## src/rtl/contador_mod_n.sv

```systemverilog
// contador_mod_n -- parametrised modulo-N timing-unit counter.
//
// Counts 0..MODULO-1 up or down, with enable, synchronous clear, parallel
// load (clamped into range), free-run wrap or one-shot stop, a one-cycle
// terminal-count pulse and a sticky completion flag.
//
// Ports:
//   CLK       in   1      system clock, rising edge
//   RST_N     in   1      asynchronous reset, active-low
//   en        in   1      count enable, one step per cycle
//   clr       in   1      synchronous clear (highest priority)
//   load      in   1      synchronous parallel load
//   load_val  in   WIDTH  value to load, clamped to MODULO-1
//   up_dn     in   1      1 = count up, 0 = count down
//   one_shot  in   1      1 = stop at terminal value, 0 = wrap
//   salida    out  WIDTH  current count (registered)
//   tc        out  1      terminal-count pulse (registered, one cycle)
//   done      out  1      sticky one-shot completion flag (registered)
module contador_mod_n #(
  parameter int WIDTH  = 4,
  parameter int MODULO = 16
) (
  input  logic             CLK,
  input  logic             RST_N,
  input  logic             en,
  input  logic             clr,
  input  logic             load,
  input  logic [WIDTH-1:0] load_val,
  input  logic             up_dn,
  input  logic             one_shot,
  output logic [WIDTH-1:0] salida,
  output logic             tc,
  output logic             done
);

  generate
    if (WIDTH < 2 || MODULO < 2 || longint'(MODULO) > (64'd1 << WIDTH)) begin : g_bad_params
      $error("contador_mod_n: need WIDTH >= 2 and 2 <= MODULO <= 2**WIDTH");
    end
  endgenerate

  localparam logic [WIDTH-1:0] MAX_VAL = WIDTH'(MODULO - 1);

  logic [WIDTH-1:0] cnt_q, cnt_d;
  logic             tc_q,  tc_d;
  logic             done_q, done_d;
  logic             at_term;

  // Loaded values outside the count range would break the "never >= MODULO"
  // invariant, so they are pinned to the top of the range.
  function automatic logic [WIDTH-1:0] clamp_load(input logic [WIDTH-1:0] v);
    if ({1'b0, v} >= (WIDTH+1)'(MODULO)) return MAX_VAL;
    return v;
  endfunction

  // Terminal value follows the direction requested this very cycle.
  assign at_term = up_dn ? (cnt_q == MAX_VAL) : (cnt_q == '0);

  always_comb begin
    cnt_d  = cnt_q;
    tc_d   = 1'b0;
    done_d = done_q;
    if (clr) begin
      cnt_d  = '0;
      done_d = 1'b0;
    end else if (load) begin
      cnt_d  = clamp_load(load_val);
      done_d = 1'b0;
    end else if (en && !done_q) begin
      if (at_term) begin
        tc_d = 1'b1;
        if (one_shot) begin
          done_d = 1'b1;                       // hold at terminal value
        end else begin
          cnt_d = up_dn ? '0 : MAX_VAL;        // explicit wrap for any MODULO
        end
      end else begin
        cnt_d = up_dn ? cnt_q + WIDTH'(1) : cnt_q - WIDTH'(1);
      end
    end
  end

  always_ff @(posedge CLK or negedge RST_N) begin
    if (!RST_N) begin
      cnt_q  <= '0;
      tc_q   <= 1'b0;
      done_q <= 1'b0;
    end else begin
      cnt_q  <= cnt_d;
      tc_q   <= tc_d;
      done_q <= done_d;
    end
  end

  assign salida = cnt_q;
  assign tc     = tc_q;
  assign done   = done_q;

endmodule

```

## config.mk

```make
export PLATFORM = sky130hd
export DESIGN_NAME = contador_mod_n
export DESIGN_NICKNAME = d
export VERILOG_FILES = /design/src/rtl/contador_mod_n.sv
export SDC_FILE = /design/constraint.sdc
export NUM_CORES = 1
export LEC_CHECK = 0
export ABC_CLOCK_PERIOD_IN_PS = 1900
export BUFFER_PORTS_ARGS = -buffer_cell sky130_fd_sc_hd__buf_4
export CORE_AREA = 2 2 39 41
export DETAILED_ROUTE_END_ITERATION = 8
export DIE_AREA = 0 0 41 43
export GPL_TIMING_DRIVEN = 0
export SETUP_SLACK_MARGIN = 0.05
export SYNTH_ARGS = -nofsm -noshare
export SYNTH_HDL_FRONTEND = slang
export SYNTH_SLANG_ARGS = --single-unit
```

## constraint.sdc

```tcl
create_clock -name CLK -period 1.9 [get_ports CLK]
set_input_delay 0.19 -clock CLK [delete_from_list [all_inputs] [get_ports CLK]]
set_output_delay 0.19 -clock CLK [all_outputs]
set_load 0.01 [all_outputs]
```

* Word level (Yosys, flattened, before mapping)
Index checks and enable logic that the tools add are counted.
** Storage, ports and cells
- Register bits after elaboration :: 6
- Input port bits :: 11
- Output and inout bits :: 6
- Word-level logic and storage cells :: 32
** Operators by class
- Add/sub/neg operators :: 2
- Eq/ne operators :: 2
- Mux-type cells :: 17
- Reductions and logical operators :: 8
** Operator list (count)
- $mux 4 :: 7
- $mux 1 :: 10
- $reduce_bool 3->1 :: 3
- $add 4x1->4 const B :: 1
- $eq 4x4->1 const B :: 1
- $logic_not 4->1 :: 1
- $ne 4x4->1 const B :: 1
- $sub 4x1->4 const B :: 1
- $reduce_and 3->1 :: 1
- $reduce_and 2->1 :: 1
- $logic_and 1x1->1 :: 1
- $logic_not 1->1 :: 1

* Logic depth before layout (Yosys ltp)
Gate-level depths: netlist of the first run.
- Word-level depth :: 6
- Gate-level depth with buffers :: 7
- Depth with buffers taken out :: 6

* Worst setup path before layout of the first run
Ideal clock, no wire load.
- Path kind :: flip-flop to flip-flop
- Start point :: register cnt_q[0], in the netlist salida[0]
- End point :: register cnt_q[2], in the netlist salida[2]
- Library setup time :: 0.129 ns
- Arrival time :: 1.631 ns
- Required time :: 1.771 ns
- Setup slack :: 0.140 ns
- Cell stages (with the launch flop) :: 8
- Buffers on the path :: 1
- Clock period less this slack :: 1.760 ns
- Cells stage by stage :: dfrtp_1 clkbuf_1 inv_1 fa_1 xor2_1 o21ai_0 a31oi_1 o31ai_1
** On the way
- Cells in the longest elaborated chain, start to end :: 6
- Elaborated cells between the ends (all ways) :: 12
- Those cells by class :: add/sub (2); eq/ne (2); mux (6); reduce/logical (2)
** Ends and longest elaborated chain
- from (decl) :: RTL line 44 : logic [WIDTH-1:0] cnt_q, cnt_d;
- from (signal assigned) :: RTL line 89 : cnt_q <= cnt_d;
- $sub 4x1->4 (tied with other cells) :: RTL line 78 : cnt_d = up_dn ? cnt_q + WIDTH'(1) : cnt_q - WIDTH'(1);
- $mux 4 or $mux 1 (tied branches) :: RTL line 78, 57
- $mux 4 :: RTL line 70 : if (at_term) begin
- $mux 4 :: RTL line 69 : end else if (en && !done_q) begin
- $mux 4 :: RTL line 66 : end else if (load) begin
- $mux 4 :: RTL line 63 : if (clr) begin
Several ways; a longest one is shown, not always the timed one. The select of a mux whose other input is x is not followed.
A chain may end at the register's enable or synchronous reset.

* Worst setup path after layout of the first run
- Start point :: register cnt_q[1], in the netlist salida[1]
- End point :: register tc_q, in the netlist tc
** On the way
- Cells in the longest elaborated chain, start to end :: 6
- Elaborated cells between the ends (all ways) :: 7
- Those cells by class :: eq/ne (1); mux (5); reduce/logical (1)
** Ends and longest elaborated chain
- $eq 4x4->1 or $logic_not 4->1 (tied branches) :: RTL line 57 : assign at_term = up_dn ? (cnt_q == MAX_VAL) : (cnt_q == '0);
- $mux 1 * :: RTL line 57
- $mux 1 * :: RTL line 70
- $mux 1 * :: RTL line 69
- $mux 1 * :: RTL line 66
- $mux 1 * :: RTL line 63
- named net tc_d :: RTL line 45 : logic tc_q, tc_d;
- to (signal assigned) :: RTL line 90 : tc_q <= tc_d;
- to (decl) :: RTL line 45
The timed path passes the listed nets; every way through them passes the cells marked *.

==> results of run 1 <==
-- logic make-up after synthesis --
logic type      share of synthesized area (%)
flops                                   30.77
simple gates                            20.51
compound gates                          30.00
buf+inv                                 3.845
mux                                     2.051
xor+xnor                                3.590
fa+ha+maj                               9.230
-- power groups by stage --
stage               sequential [uW]  combinational (uW)  clock (uW)
finish                          154                 146         129
global route                    155                 164         135
CTS                             153                 144         133
detailed placement              155                 142           0
global placement                155                 139           0
floorplan                       157                81.4           0
-- layout by cell type (no fill, tap or decap), types with 3 or more instances in the layout --
cell type  count
a21oi_1        3
clkbuf_4       3
o211ai_1       3
buf_4         17
dfrtp_1        5
inv_1          4
-- registers in the layout, summed over array words and instances, names as in the netlist --
| name | count |
|---|---|
| tc | 1 |
| done | 1 |
| salida | 4 |
-- metrics by stage --
step                      total power [uW]  instance area [um^2]  hold WS (ps)  utilization [%]
after floorplan                      237.9                 488.0        -105.6                -
after global placement               293.9                 628.1         2.647            45.39
after detailed placement             296.2                 628.1         5.812            45.39
after CTS                            429.5                 661.9         125.2            47.83
after global routing                 454.5                 671.9         131.1            48.55
final                                429.1                 671.9         135.8            48.55
-- repair_timing --
action	4_1_cts	5_1_grt
setup endpoints to repair	1	4
gates resized for setup	1	5
pin swaps	0	1
endpoints found under the hold margin	6	0
hold buffers	1	0
-- metal layers --
metal  track usage [%]  routed length, um  vias up
li1                  -                  -      238
met5                 0                  0        -
met1             22.30                554      239
met3             4.712                 77        5
met2             22.81                555       20
met4             12.00                 41        0
-- layout make-up --
class | count | area (um^2) | share of cell area, %
Inverter | 4 | 15.01 | 2.235
Tap cell | 16 | 20.02 | 2.980
Clock buffer | 3 | 22.52 | 3.352
Sequential cell | 6 | 151.4 | 22.53
Multi-Input combinational cell | 40 | 325.3 | 48.42
Buffer | 1 | 7.507 | 1.117
Timing Repair Buffer | 17 | 130.1 | 19.37
-- final timing paths --
| kind | startpoint | endpoint | slack [ps] | cells after the start |
|---|---|---|---|---|
| max | salida[1] | tc | 110 | 3 |
| min | load | tc | 140 | 2 |
| max reg2reg | salida[1] | tc | 110 | 3 |
| min reg2reg | done | done | 530 | 1 |
| max in group asynchronous | RST_N | salida[1] | 1490 | 2 |
| min in group asynchronous | RST_N | salida[0] | 280 | 2 |
-- worst max-delay path, cell delays in order, from the launching register on --
cell       delay, ps
dfrtp_2          460
or4_4            590
nand2b_4         170
a2111oi_1        430
==> results.cfg, run 1 <==
[status]
status = finished, final reports clean

[pwr]
power_density_mw_per_mm2 = 638.7
standby_leakage_power_uw = 0.0003285
p_clk_share_pct = 30.1
p_int_uw = 286.5
pwr-share-seq_pct = 35.8
power.combinational.fraction_pct = 34.1
sw_frac_of_total_pct = 33.25
p_sw_uw = 142.7
ir_drop_v = 0.0002812

[synth]
yosys.area.top_type = dfrtp_1
synth_cells = 51
synthMostInstantiatedCell = dfrtp_1
cells_taking_the_most_area_after_synthesis = dfrtp_1 31%, ha_1 5.1%, o211ai_1 4.6%, fa_1 4.1%, xor2_1 3.6%
synth-seq-cells = 6
mappedNetlistNets = 65
mappedNetlistArea_um2 = 488.0
synth.top_cell.area_share_pct = 30.77
async_reset_ff_share_pct = 100.0
synth.top_cells.by_count = 6 x dfrtp_1, 4 x inv_1, 3 x a21oi_1, 3 x o211ai_1
ys_dominant_reg_cell = dfrtp_1
synth_enable_flop_cells = 0
synth_seq_area_share_pct = 30.77
synthDistinctLibCells = 29
number_of_warnings_reported_in_the_yosys_synthesis_log = 0
synth.avg_cell_area_um2 = 9.568

[sta]
finalHoldViolations = 0
final_max_tran_viols = 0
timing.final.ws_setup_ps = 111.2
finClkSkew_ps = 3.089
worstMarginPinSlew_ps = 379.8
rsz0062_at_grt = false
setup-violations-final = 0
timing.slew.headroom_pct = 74.62
final_cycle_utilization_of_the_critical_path_pct = 94.15
fin_setup_tns_ps = 0
max_clock_freq_ghz = 0.5590
layout_min_cycle_time_ps = 1789

[die]
die_area_mm2 = 0.001763
num_io_pins = 17
initial_cell_density_of_the_core_pct = 35.26
fp.dieW_um = 41
core-area_mm2 = 0.001384
rows = 14
die-height_um = 43

[layout]
n_fill_cell = 136
layout-drive-gt1-share_pct = 36.62
layout-area-overhead-vs-synth_pct = 37.69
final_net_count = 87
final_cell_count_no_fill = 87
antennaDiodeCount = 0

[clock_network]
cts_buffers = 3
worst_skew_pair.late_latency_ps = 250
cts.sinks = 6
cts_max_path_buffers = 2
clock_tree.root_cell = clkbuf_4
clkTransAtPathRegs_ps = 50
tritoncts = done
post-cts-setup-buffer-count = 0
cts.htree.levels = 1

[global_routing]
grt_start_max_net_pins = 10
grt_pass1_vias = 436
grt_first_pass_wirelength_mm = 1.932
grt_antenna_before_repair = 0
global_route.usage.total_pct = 16.97
gr-total-overflow = 0

[route]
finalWirelength_mm = 1.229
postRouteAntennaNets = 0
residual_drc_count = 0
detailed_route_vias_per_instance = 5.770
wl_per_cell_um = 14.13
drt-initial-drc-count = 11
route.vias.total = 502
drt-pass1-iter-count = 4

[placement]
port_buffers = 16
dp_worst_setup_slack_ps = -25.35
globalplace.congestion = 0.8549
dp.final_hpwl_um = 940
dp_cells = 83

[setup_path]
criticalPathCategory = reg -> reg
path_max_fanout = 7
cp_launch_type = flop
timing.critical_path.required_ps = 2010
critPathArrivalTime_ps = 1900
cp-end-kind = flop

[flow_run]
maxCapViolCount = 0

[min_path]
hp-class = in -> reg
Power figures use the tool's default switching activity.
==> inputs of run 2 (changes only) <==
REMOVE_ABC_BUFFERS = 1   (was unset)
==> results.cfg, run 2 (synthesis gave the netlist of run 1 again) <==
[global_routing]
grt_start_max_net_pins = 11
grt_pass1_vias = 432
grt_first_pass_wirelength_mm = 1.821
global_route.usage.total_pct = 15.08
gr-total-overflow = 0
grt_antenna_before_repair = 0

[setup_path]
cp_launch_type = flop
timing.critical_path.cells = or4_4 -> nand2b_4 -> a2111oi_1
critPathArrivalTime_ps = 1870
slowest_delay_ps = 600
critical_path.n_buffers_inverters = 0
timing.critical_path.required_ps = 2010
cp-end-kind = flop
worst_path_dominant_cell_family = simple AND/OR/NAND/NOR gates
timing.critical_path.slowest_stage_cell = or4_4
rr_worst_depth = 3
path_depth = 3
path_max_fanout = 7
criticalPathCategory = reg -> reg

[pwr]
standby_leakage_power_uw = 0.0003236
power_density_mw_per_mm2 = 620.1
power_uw = 412.0
ir_drop_v = 0.0005674

[clock_network]
cts.sinks = 6
cts.htree.levels = 1
cts_buffers = 3
cts_max_path_buffers = 2
clock_tree.root_cell = clkbuf_4
worst_skew_pair.late_latency_ps = 240
tritoncts = done
clkTransAtPathRegs_ps = 40

[sta]
finClkSkew_ps = 1.166
fin_setup_tns_ps = 0
setup-violations-final = 0
layout_min_cycle_time_ps = 1766
worstMarginPinSlew_ps = 353.3
final_max_tran_viols = 0
finalHoldViolations = 0
rsz0062_at_grt = false
final_cycle_utilization_of_the_critical_path_pct = 92.96
timing.slew.headroom_pct = 76.39
max_clock_freq_ghz = 0.5662

[layout]
finalInstanceArea_um2 = 664.4
layout-area-overhead-vs-synth_pct = 36.15
largest_reg_flops = 4
mostFrequentLayoutCell = buf_4
antennaDiodeCount = 0
final_net_count = 86
layout-drive-gt1-share_pct = 35.71
n_fill_cell = 140
most_frequent_cells_in_the_layout = 16 x buf_4, 5 x dfrtp_1, 4 x inv_1

[route]
postRouteAntennaNets = 0
residual_drc_count = 0
wl_per_cell_um = 12.49
finalWirelength_mm = 1.074
drt-pass1-iter-count = 4
detailed_route_vias_per_instance = 5.523
drt-initial-drc-count = 19
route.vias.total = 475

[die]
num_io_pins = 17
rows = 14
fp.dieW_um = 41
die-height_um = 43
core-area_mm2 = 0.001384
initial_cell_density_of_the_core_pct = 35.26
die_area_mm2 = 0.001763

[flow_run]
maxCapViolCount = 0

[min_path]
hp-class = in -> reg
hold-path-cell-count = 2

[placement]
port_buffers = 16
globalplace.congestion = 0.7961
dp.final_hpwl_um = 842.9
post_dp_cell_area_um2 = 624.3

[status]
status = finished, final reports clean
==> run 2: cell types whose count changed in the layout (fill, tap and decap cells not counted), sizes merged <==
| cell | change |
|---|---|
| buf | -1 |
==> run 2: worst paths after layout <==
| kind | start | end | slack [ps] |
|---|---|---|---|
| hold reg to reg | done | done | 510 |
| max in group asynchronous | RST_N | salida[0] | 1480 |
| setup reg to reg | salida[1] | tc | 130 |
| setup / recovery | salida[1] | tc | 130 |
| min in group asynchronous | RST_N | salida[2] | 300 |
| hold / removal | clr | salida[0] | 150 |
==> run 2: cell type report <==
type / count / area (um^2) / share of cell area [%]
multi-input cells: 40 / 325.3 / 48.96
flip-flops and latches: 6 / 151.4 / 22.79
repair buffers: 17 / 130.1 / 19.59
clock buffers: 3 / 22.52 / 3.390
well taps: 16 / 20.02 / 3.013
inverters: 4 / 15.01 / 2.260
==> run 2: what timing repair did <==
| item | in CTS | in global routing |
|---|---|---|
| endpoints found under the setup margin | 0 | 3 |
| hold buffers | 1 | 0 |
| endpoints found under the hold margin | 6 | 0 |
| buffers inserted | 0 | 0 |
| gates resized for setup | 0 | 2 |
==> run 2: through the flow <==
step                util (%)  instances  hold WS (ps)  worst slack [ps]
global placement       45.12         82        -2.526             91.32
finish                 48.01         86         145.5             133.7
global route           48.01         86         143.7             60.33
detailed placement     45.12         82       -0.6939             110.1
floorplan                  -         50        -105.6             212.7
CTS                    47.47         86         141.1             102.7
==> run 2: worst register-to-register path: stages (launching register included) <==
cell and delay (ps):
dfrtp_1 450, or4_4 600, nand2b_4 170, a2111oi_1 410
==> run 2: metal layers <==
layer | up-vias | routed length [um] | GRT usage, %
li1 | 232 | - | -
met1 | 230 | 478 | 20.79
met2 | 13 | 530 | 21.25
met3 | 0 | 65 | 6.283
met4 | 0 | 0 | 4.000
met5 | - | 0 | 0
==> run 2: where the power goes <==
| group | internal, uW | switching [uW] | leakage [uW] |
|---|---|---|---|
| Combinational | 73.7 | 64.1 | 0.000232 |
| Clock | 71.3 | 43.8 | 0.0000138 |
| Sequential | 139 | 20.0 | 0.0000780 |
==> inputs of run 3 (changes only) <==
ABC_AREA = 1   (was unset)
==> results.cfg, run 3 <==
[status]
status = finished, final reports clean

[clock_network]
clock_tree.root_cell = clkbuf_4
ctsHoldBuffers = 1
worst_skew_pair.late_latency_ps = 240
clkTransAtPathRegs_ps = 40
cts_buffers = 3
post-cts-setup-buffer-count = 0
cts_max_path_buffers = 2
tritoncts = done
cts.htree.levels = 1
cts_repair_resize_count = 0
cts.sinks = 6

[die]
initial_cell_density_of_the_core_pct = 35.53
num_io_pins = 17
rows = 14
die-height_um = 43
fp.dieW_um = 41
core-area_mm2 = 0.001384
die_area_mm2 = 0.001763

[global_routing]
grt_most_used_layer = met2
global_route.usage.total_pct = 15.10
grt_start_max_net_pins = 9
grt_util_met3_pct = 6.806
gr-total-overflow = 0
grt_antenna_before_repair = 0
met2_usage_pct = 24.38
grt_pass1_vias = 469
gr-usage-met1_pct = 18.21
grt_first_pass_wirelength_mm = 1.828

[sta]
finClkSkew_ps = 4.563
finalHoldViolations = 0
max_clock_freq_ghz = 0.6450
setup-violations-final = 0
final_cycle_utilization_of_the_critical_path_pct = 81.60
layout_min_cycle_time_ps = 1550
fin_setup_tns_ps = 0
final_max_tran_viols = 0
rsz0062_at_grt = false
worstMarginPinSlew_ps = 286.4
timing.slew.headroom_pct = 80.84

[placement]
dp_cells = 104
dp.final_hpwl_um = 851.2
port_buffers = 16
globalplace.congestion = 0.7527

[min_path]
hp-class = in -> reg

[layout]
most_frequent_cells_in_the_layout = 22 x nand2_1, 16 x buf_4, 10 x inv_1
layout-area-overhead-vs-synth_pct = 35.11
antennaDiodeCount = 0
largest_reg_flops = 4
layout-drive-gt1-share_pct = 29.35
mostFrequentLayoutCell = nand2_1
final_cell_count_no_fill = 108
final_net_count = 108

[setup_path]
worstSetupStartpoint = salida[0]
timing.critical_path.to = salida[1]
criticalPathCategory = reg -> reg
rr_worst_depth = 6
critical_path.most_common_cell = nand2_1
r2r_start = salida[0]
cp_launch_type = flop
path_max_fanout = 7
timing.critical_path.cells = inv_1 -> fa_1 -> nand2_1 -> nand3_1 -> nand2_1 -> o21a_1
slowest_delay_ps = 510
timing.critical_path.slowest_stage_cell = fa_1
timing.critical_path.required_ps = 2030
worst-r2r-setup-slack_ps = 350
r2r_end = salida[1]
critPathArrivalTime_ps = 1680
cp-end-kind = flop

[synth]
synthDistinctLibCells = 18
synth.top_cell.area_share_pct = 30.53
synth_seq_area_share_pct = 30.53
synth-seq-cells = 6
synth.avg_cell_area_um2 = 6.829
synth.top_cells.by_count = 22 x nand2_1, 10 x inv_1, 9 x nor2_1
yosys.area.top_type = dfrtp_1
synth_enable_flop_cells = 0
cells_taking_the_most_area_after_synthesis = dfrtp_1 31%, nand2_1 17%, inv_1 7.6%, nor2_1 6.9%, ha_1 5.1%
mappedNetlistArea_um2 = 491.7
number_of_warnings_reported_in_the_yosys_synthesis_log = 0
ys_dominant_reg_cell = dfrtp_1
synth_cells = 72
synthMostInstantiatedCell = nand2_1
async_reset_ff_share_pct = 100.0

[route]
drt-pass1-iter-count = 4
detailed_route_vias_per_instance = 4.611
drt-initial-drc-count = 9
finalWirelength_mm = 1.060
residual_drc_count = 0
route.vias.total = 498
postRouteAntennaNets = 0
wl_per_cell_um = 9.815

[pwr]
power_density_mw_per_mm2 = 663.9
standby_leakage_power_uw = 0.0003620
ir_drop_v = 0.0005347

[flow_run]
maxCapViolCount = 0
==> run 3: cell count changes after synthesis, sizes merged, moves of 3 or more <==
cell and delta:
nand2 +24, nand3 +5, nor2 +8, o211ai -3
inv +6
==> run 3: per-stage QoR <==
stage / worst slack, ps / cell area (um^2) / hold slack (ps) / total power [uW] / util [%]
floorplan: 445.2 / 491.7 / -105.6 / 264.2 / -
global placement: 355.0 / 631.9 / -1.764 / 325.2 / 45.66
detailed placement: 346.8 / 631.9 / -1.208 / 327.8 / 45.66
CTS: 344.3 / 664.4 / 231.5 / 446.5 / 48.01
global route: 215.8 / 664.4 / 251.6 / 477.4 / 48.01
finish: 349.6 / 664.4 / 232.7 / 441.1 / 48.01
==> run 3: cell type report <==
class,instances,area [um^2]
well taps,16,20.02
flip-flops and latches,6,150.1
multi-input cells,56,304.0
inverters,10,37.54
fillers,152,719.4
repair buffers,17,130.1
clock buffers,3,22.52
==> run 3: how the worst min path moves through the flow <==
| stage | start | end | slack (ps) | depth (start not counted) |
|---|---|---|---|---|
| floorplan | RST_N | done | -110 | 0 |
| global placement | RST_N | tc | -2 | 1 |
| detailed placement | RST_N | tc | -1 | 1 |
| CTS | en | done | 230 | 3 |
| global route | en | done | 250 | 3 |
| finish | en | done | 230 | 3 |
==> run 3: worst max-delay path, delay by kind of cell (launching register included) <==
kind	cells	cell delay, ps
compound gates	1	170
fa+ha+maj	1	510
buf+inv	1	100
flops	1	490
simple gates	3	170
==> run 3: logic make-up after synthesis <==
group / after synthesis / share of synthesized area [%]
AO/OA/AOI/OAI: 7 / 7.632
adder cells (fa/ha/maj): 3 / 9.160
flip-flops: 6 / 30.53
XOR/XNOR: 2 / 3.563
AND/OR/NAND/NOR: 44 / 41.48
buffers and inverters: 10 / 7.634
==> run 3: per-layer routing <==
layer	vias to the layer above	wire, um
met5	-	0
met4	0	0
met3	0	70
met2	17	514
met1	218	475
li1	263	-
==> run 3: power by group <==
| part | internal (uW) | total [uW] | switching (uW) |
|---|---|---|---|
| sequential | 141 | 160 | 19.4 |
| clock | 71.3 | 115 | 43.5 |
| combinational | 78.5 | 166 | 87.4 |
| total | 291 | 441 | 150 |
